### config.mk
export PLATFORM = sky130hd
export DESIGN_NAME = class_vote_engine
export DESIGN_NICKNAME = d
export VERILOG_FILES = /design/src/rtl/class_vote_engine.sv
export SDC_FILE = /design/constraint.sdc
export NUM_CORES = 2
export LEC_CHECK = 0
export ABC_CLOCK_PERIOD_IN_PS = 5300
export BUFFER_PORTS_ARGS = -buffer_cell sky130_fd_sc_hd__clkbuf_2
export CAP_MARGIN = 20
export CORE_ASPECT_RATIO = 0.9
export CORE_MARGIN = 2
export CORE_UTILIZATION = 50
export DETAILED_ROUTE_END_ITERATION = 10
export PLACE_DENSITY_LB_ADDON = 0.1
export SLEW_MARGIN = 20
export SYNTH_ARGS = -nofsm -noshare
export SYNTH_HDL_FRONTEND = slang
export SYNTH_SLANG_ARGS = --single-unit
### constraint.sdc
create_clock -name clk -period 5.3 [get_ports clk]
set_input_delay 0.795 -clock clk [delete_from_list [all_inputs] [get_ports clk]]
set_output_delay 0.795 -clock clk [all_outputs]
set_load 0.005 [all_outputs]
### src/rtl/class_vote_engine.sv
// class_vote_engine: weighted clause voting into per-class sums, then a serial argmax scan.
// Define CLASS_SUM_SAT_EN to clamp sums instead of wrapping and to drive sat_seen.
module class_vote_engine #(
  parameter int CLAUSEN  = 10,
  parameter int CLASSN   = 10,
  parameter int WEIGHT_W = 9,
  parameter int SUM_W    = 16
) (
  input  logic                        clk,
  input  logic                        rst_n,
  input  logic                        wr_en,
  input  logic [$clog2(CLASSN)-1:0]   wr_class,
  input  logic [$clog2(CLAUSEN)-1:0]  wr_clause,
  input  logic [WEIGHT_W-1:0]         wr_data,
  input  logic                        start,
  input  logic                        cl_valid,
  input  logic [$clog2(CLAUSEN)-1:0]  cl_idx,
  input  logic                        cl_op,
  input  logic                        cl_last,
  output logic                        busy,
  output logic                        done,
  output logic [$clog2(CLASSN)-1:0]   class_op,
  output logic [SUM_W-1:0]            max_sum,
  output logic                        sat_seen
);
  localparam int CSW = $clog2(CLASSN);
  typedef enum logic [1:0] {IDLE, ACCUM, SCAN, DONE} state_t;
  state_t state_q;
  logic signed [WEIGHT_W-1:0] w_q [CLASSN][CLAUSEN];
  logic signed [SUM_W-1:0] sum_q [CLASSN];
  logic signed [SUM_W-1:0] add_d [CLASSN];
  logic signed [SUM_W-1:0] max_q, max_sum_q;
  logic [CSW-1:0] k_q, arg_q, class_q;
  logic [CLASSN-1:0] ovf;
  logic done_q, sat_q, hit;
  assign hit = state_q == ACCUM && cl_valid && cl_op && 32'(cl_idx) < CLAUSEN;
`ifdef CLASS_SUM_SAT_EN
  logic [SUM_W:0] ext [CLASSN];
  // One guard bit exposes overflow; clamp toward the sign of the true result.
  always_comb
    for (int c = 0; c < CLASSN; c++) begin
      ext[c] = {sum_q[c][SUM_W-1], sum_q[c]} + (SUM_W+1)'(w_q[c][cl_idx]);
      ovf[c] = ext[c][SUM_W] ^ ext[c][SUM_W-1];
      add_d[c] = ovf[c] ? {ext[c][SUM_W], {(SUM_W-1){~ext[c][SUM_W]}}} : ext[c][SUM_W-1:0];
    end
`else
  always_comb
    for (int c = 0; c < CLASSN; c++)
      add_d[c] = sum_q[c] + SUM_W'(w_q[c][cl_idx]);
  assign ovf = '0;
`endif
  always_ff @(posedge clk or negedge rst_n)
    if (!rst_n) begin
      state_q   <= IDLE;
      k_q       <= '0;
      arg_q     <= '0;
      class_q   <= '0;
      max_q     <= '0;
      max_sum_q <= '0;
      done_q    <= 1'b0;
      sat_q     <= 1'b0;
      for (int c = 0; c < CLASSN; c++) begin
        sum_q[c] <= '0;
        for (int k = 0; k < CLAUSEN; k++) w_q[c][k] <= '0;
      end
    end else begin
      done_q <= 1'b0;
      case (state_q)
        IDLE: begin
          if (wr_en && 32'(wr_class) < CLASSN && 32'(wr_clause) < CLAUSEN)
            w_q[wr_class][wr_clause] <= wr_data;
          if (start) begin
            state_q <= ACCUM;
            sat_q   <= 1'b0;
            for (int c = 0; c < CLASSN; c++) sum_q[c] <= '0;
          end
        end
        ACCUM: begin
          if (hit) begin
            for (int c = 0; c < CLASSN; c++) sum_q[c] <= add_d[c];
            sat_q <= sat_q | (|ovf);
          end
          if (cl_valid && cl_last) begin
            state_q <= SCAN;
            k_q     <= '0;
          end
        end
        SCAN: begin
          // Strict compare keeps the lowest index on ties.
          if (k_q == '0 || sum_q[k_q] > max_q) begin
            max_q <= sum_q[k_q];
            arg_q <= k_q;
          end
          k_q <= k_q + 1'b1;
          if (32'(k_q) == CLASSN - 1) state_q <= DONE;
        end
        DONE: begin
          class_q   <= arg_q;
          max_sum_q <= max_q;
          done_q    <= 1'b1;
          state_q   <= IDLE;
        end
        default: state_q <= IDLE;
      endcase
    end
  assign busy     = state_q != IDLE;
  assign done     = done_q;
  assign class_op = class_q;
  assign max_sum  = max_sum_q;
  assign sat_seen = sat_q;
endmodule

; ---- Word level (Yosys, flattened, before mapping)
; Index checks and enable logic that the tools add are counted.
[word_totals]
ff_bits = 1107
word_cells = 217
inputBits = 28
[op_classes]
bitwise_logic = 4
muxes = 48
eq_ne = 8
n_addsub = 11
magnitude_cmp = 10
n_reduce_logical = 19
[op_table]
columns = cell, n
row1 = $bwmux 900, 1
row2 = $bmux 9 s4, 10
row3 = $demux 90 s4, 1
row4 = $mux 160, 2
row5 = $pmux 160 s2, 1
row6 = $mux 9, 21
row7 = $add 16x9->16, 10
row8 = $mux 90, 1
row9 = $bmux 16 s4, 1
row10 = $demux 9 s4, 1
row11 = $mux 16, 2
row12 = $ge 5x5->1 const B, 4
row13 = $not 4->5, 4
row14 = $gt 16x16->1, 1
row15 = $lt 4x4->1 const B, 3
row16 = $lt 5x1->1 const B, 2
row17 = $logic_and 1x1->1, 8
row18 = $pmux 2 s4, 1
row19 = $pmux 4 s2, 1
row20 = $mux 2, 3
row21 = $ne 2x2->1 const B, 3
row22 = $reduce_and 2->1, 3
row23 = $reduce_and 3->1, 2
row24 = $reduce_bool 2->1, 3
row25 = other kinds (10), 11

; ---- Longest topological paths before layout
[depth]
ltp_word = 8
ltp_mapped = 21

; ---- Least setup slack after synthesis
; Ideal clock, no wire load.
[synth_timing]
kind = input-to-reg
startpoint = input port cl_idx[0]
endpoint = register sum_q[110] in the netlist's numbering
setup_slack_ps = 492
path_stages = 20
required_time_ps = 5171
arrival_ps = 4679
cell_sequence = buf_6 -> buf_4 -> buf_4 -> buf_4 -> buf_2 -> mux4_2 -> a221oi_1 -> a21oi_1 -> ha_1 -> inv_1 -> fa_1 -> nor2b_1 -> o21ai_0 -> nand2_1 -> a311oi_1 -> o31ai_1 -> or4_1 -> a31oi_1 -> xor2_1 -> o21ai_1
[synth_via]
elab_chain_len = 7
word_cells_on_any_way = 11
[synth_rtl]
columns = element, line_no
row1 = from (decl), 17  ; input logic [$clog2(CLAUSEN)-1:0] cl_idx,
row2 = $not 4->5 (not written as such), 49  ; add_d[c] = sum_q[c] + SUM_W'(w_q[c][cl_idx]);
row3 = $bmux 9 s4, 49
row4 = $mux 9 (not written as such) (2 in a row), 49
row5 = $add 16x9->16, 49
row6 = $mux 160, 79  ; if (hit) begin
row7 = $pmux 160 s2, 68  ; case (state_q)
row8 = "to (signal, indexed assignment)", 63  ; sum_q[c] <= '0;
row9 = to (decl), 30  ; logic signed [SUM_W-1:0] sum_q [CLASSN];
; Several ways; a longest one is shown, not always the timed one. The select of a mux whose other input is x is not followed.
; A chain may end at the register's enable or synchronous reset.

; ---- Worst setup path in the final report
[layout_timing]
startpoint = register k_q[0]
endpoint = register max_q[6]
[layout_via]
elab_chain_len = 7
word_cells_on_any_way = 8
[layout_rtl]
columns = element, line_no
row1 = from (decl), 33  ; logic [CSW-1:0] k_q, arg_q, class_q;
row2 = from (signal assigned), 94  ; k_q <= k_q + 1'b1;
row3 = $not 4->5 (not written as such), "90, 91"
row4 = $bmux 16 s4, "90, 91"
row5 = $mux 16 (not written as such) (2 in a row), "90, 91"
row6 = $gt 16x16->1, 90  ; if (k_q == '0 || sum_q[k_q] > max_q) begin
row7 = $logic_or 1x1->1, 90
row8 = $reduce_and 2->1 (no source line), --
row9 = to (signal assigned), 91  ; max_q <= sum_q[k_q];
row10 = to (decl), 32  ; logic signed [SUM_W-1:0] max_q, max_sum_q;
; Several ways; a longest one is shown, not always the timed one. The select of a mux whose other input is x is not followed.

==> flow_metrics.tcl <==
set metrics [dict create \
    status "finished, final reports clean" \
    fmax_mhz 228 \
    netlist_area_um2 57100 \
    drive_gt1_share_pct 37.0 \
    grt.total_usage_pct 26.2 \
    die_h_um 324 \
    dpl.hpwl_um 99500 \
    clockRootBuffer "clkbuf_16" \
    nets 4675 \
    die_area_um2 117000 \
    cp.required_ps 5920 \
    rows 117 \
    filler_cell_count 9408 \
    grt_pass1_vias 37168 \
    final_util_pct 56.1 \
    worst_pin_slew_ps 1100 \
    r2r_start "k_q[0]" \
    rsz0062_at_grt "no" \
    post_cts_buffers 0 \
    crit_path_end_kind "register" \
    io_buffers 49 \
    r2r_slack_ps 920 \
    min_path_type "in -> async" \
    drt_wl_total_um 152000 \
    path_clk_slew_ps 60 \
    setup_viol 0 \
    drv_slew 0 \
    cts_resized 0 \
    placed_area_um2 59400 \
    drv_cap 0 \
    min_period_ps 4380 \
    antenna_left 0 \
    ff2ff_path_depth 12 \
    finClkSkew_ps 30.8 \
    avgSynthCellArea_um2 12.8 \
    num_vias 37073 \
    p_leak_nw 30.9 \
    crit_type "reg -> reg" \
    first_iter_violations 3009 \
    path_max_fanout 18 \
    power_density_nw_per_um2 355 \
    cts.sinks 1107 \
    io_pins 51 \
    via_per_inst 6.13 \
    vdd_drop_max_v 0.000298 \
    period_share_pct 82.6 \
    htreeDepth 3 \
    cts_tree "built" \
    synth-main-ff-cell "dfrtp_1" \
    antenna_found_initial 6 \
    gr-total-overflow 0 \
    coreArea_um2 113000 \
    synth_seq_cells 1107 \
    route.detailed.wl_per_inst_um 25.1 \
    finalHoldViolations 0 \
    ys_seq_area_share_pct 48.5 \
    clock_latency_ps 760 \
    cp-start-kind "register" \
    final_cell_area_um2 63500 \
    yosysWarnings 0 \
    firstDrtPassIters 6 \
    clockBufferDepth 3 \
    async_flop_share_pct 100 \
    synth_edf_count 0 \
    grt_max_degree 126 \
    synthToLayoutAreaGrowth_pct 11.3 \
    grt_pass1_wl_um 236000 \
    drc 0 \
    cp.arrival_ps 5000 \
    synthCells 4452 \
    ys_types 77 \
    whs_ps 104 \
    slew_headroom_pct 26.4 \
    die_x_um 360 \
    cts_hold_buf 0 \
    synth.net_count 4664 \
    r2r_end "max_q[6]" \
    numCtsBuffers 118 \
    initial_core_util_pct 50.4 \
    critical_path.startpoint "k_q[0]" \
    setup_tns_ps 0 \
    routabilityCongestion 0.883 \
]
[where the power goes]
part	switching [mW]	internal (mW)	leakage, nW
sequential	0.435	8.96	15.4
combinational	2.75	1.71	13.5
clock	3.52	5.19	2.02
total	6.71	15.9	30.9
[logic make-up after synthesis]
kind of cell,after synthesis,share of synthesized area [%]
AND/OR/NAND/NOR,744,6.10
adder cells (fa/ha/maj),184,4.17
flip-flops,1107,48.5
AO/OA/AOI/OAI,689,8.09
XOR/XNOR,98,1.50
multiplexers,1269,29.0
buffers and inverters,360,2.56
other,1,0.00657
[layout make-up]
type	count	area (um^2)	area share, %
multi-input cells	2985	28000	44.1
flip-flops and latches	1107	27700	43.6
clock buffers	174	3550	5.58
well taps	1487	1860	2.93
repair buffers	174	1570	2.47
clock inverters	41	553	0.871
inverters	77	294	0.463
diodes	1	2.50	0.00394
[state kept, by name (all words and copies together) (netlist names)]
signal and count:
done 1, max_sum 16, sum_q 160, arg_q 4, k_q 4, class_op 4, state_q 2, w_q 900
max_q 16
[worst max path at each step]
stage / cells past startpoint / endpoint
floorplan: 20 / sum_q[110]
global placement: 15 / sum_q[90]
detailed placement: 14 / sum_q[47]
CTS: 12 / max_q[8]
global route: 12 / max_q[10]
finish: 12 / max_q[6]
[placed cells by master (no fill, tap or decap), types with 19 or more instances in the layout]
master	count
buf_12	26
clkbuf_1	20
buf_4	108
a21o_1	38
o21ai_0	151
mux2_2	1041
clkbuf_8	35
xor2_1	57
clkbuf_16	120
inv_1	74
or3_1	27
nand2_1	344
mux4_2	203
xnor2_1	41
a221oi_1	97
clkinv_2	20
a32o_1	19
clkbuf_2	36
a21oi_1	178
nor2_1	123
dfrtp_1	1105
o21a_1	20
nand3_1	54
ha_1	173
nor3_1	45
o31ai_1	19
nor2b_1	20
nand2b_1	21
[per-stage QoR]
step | instances | power (mW) | setup WS [ps]
2_1_floorplan | 4452 | 12.4 | 492
3_3_place_gp | 5829 | 14.0 | 482
3_5_place_dp | 5829 | 14.0 | 451
4_1_cts | 6044 | 22.8 | 879
5_1_grt | 6045 | 23.6 | 716
6_report | 6046 | 22.6 | 921
[worst max-delay path: stages (launching register included)]
cell and delay [ps]:
dfrtp_4 660, buf_4 300, mux4_2 590, a221oi_1 600, nor2_1 140, ha_1 320, a21o_1 160, a21oi_1 120
o21ai_0 110, and3_1 200, o31ai_4 290, nand2_2 350, mux2_2 380
[per-layer routing]
| metal | GRT usage [%] | up-vias | wire [um] |
|---|---|---|---|
| li1 | - | 16569 | - |
| met1 | 42.0 | 19468 | 76400 |
| met5 | 0 | - | 20 |
| met4 | 5.65 | 2 | 3050 |
| met3 | 4.94 | 182 | 8840 |
| met2 | 36.7 | 852 | 63400 |
[Yosys cell counts (10+ instances only)]
master       n  share of area [%]
mux2i_1     14               0.25
o211ai_1    14               0.18
nand3b_1    10               0.13
mux2_2    1041                 21
dfrtp_1   1107                 49
a32o_1      19               0.33
or3_1       28               0.31
a21o_1      39               0.51
a22o_1      17               0.26
nor2_2      14               0.15
buf_1       17               0.11
nor3_1      48               0.42
xnor2_1     41               0.63
and2_1      13               0.14
o21bai_1    13               0.17
buf_4       10               0.13
a31oi_1     14               0.15
a21oi_1    179                1.6
o21ai_0    151                1.3
a211oi_1    17               0.22
fa_1        10               0.35
inv_1       75               0.49
a22oi_1     11               0.14
nand2_1    344                2.3
xor2_1      57               0.87
a21boi_0    15               0.20
nand2b_1    21               0.23
nor2b_1     20               0.22
mux4_2     203                8.0
nor2_1     124               0.82
a221oi_1    97                1.5
mux2_1      10               0.20
buf_2       45               0.39
ha_1       174                3.8
clkbuf_1   209                1.4
o21a_1      20               0.26
nand3_1     55               0.48
nand4_1     13               0.14
nand2_2     11               0.12
o21ai_1     12               0.11
o31ai_1     19               0.25
Power figures use the tool's default switching activity.
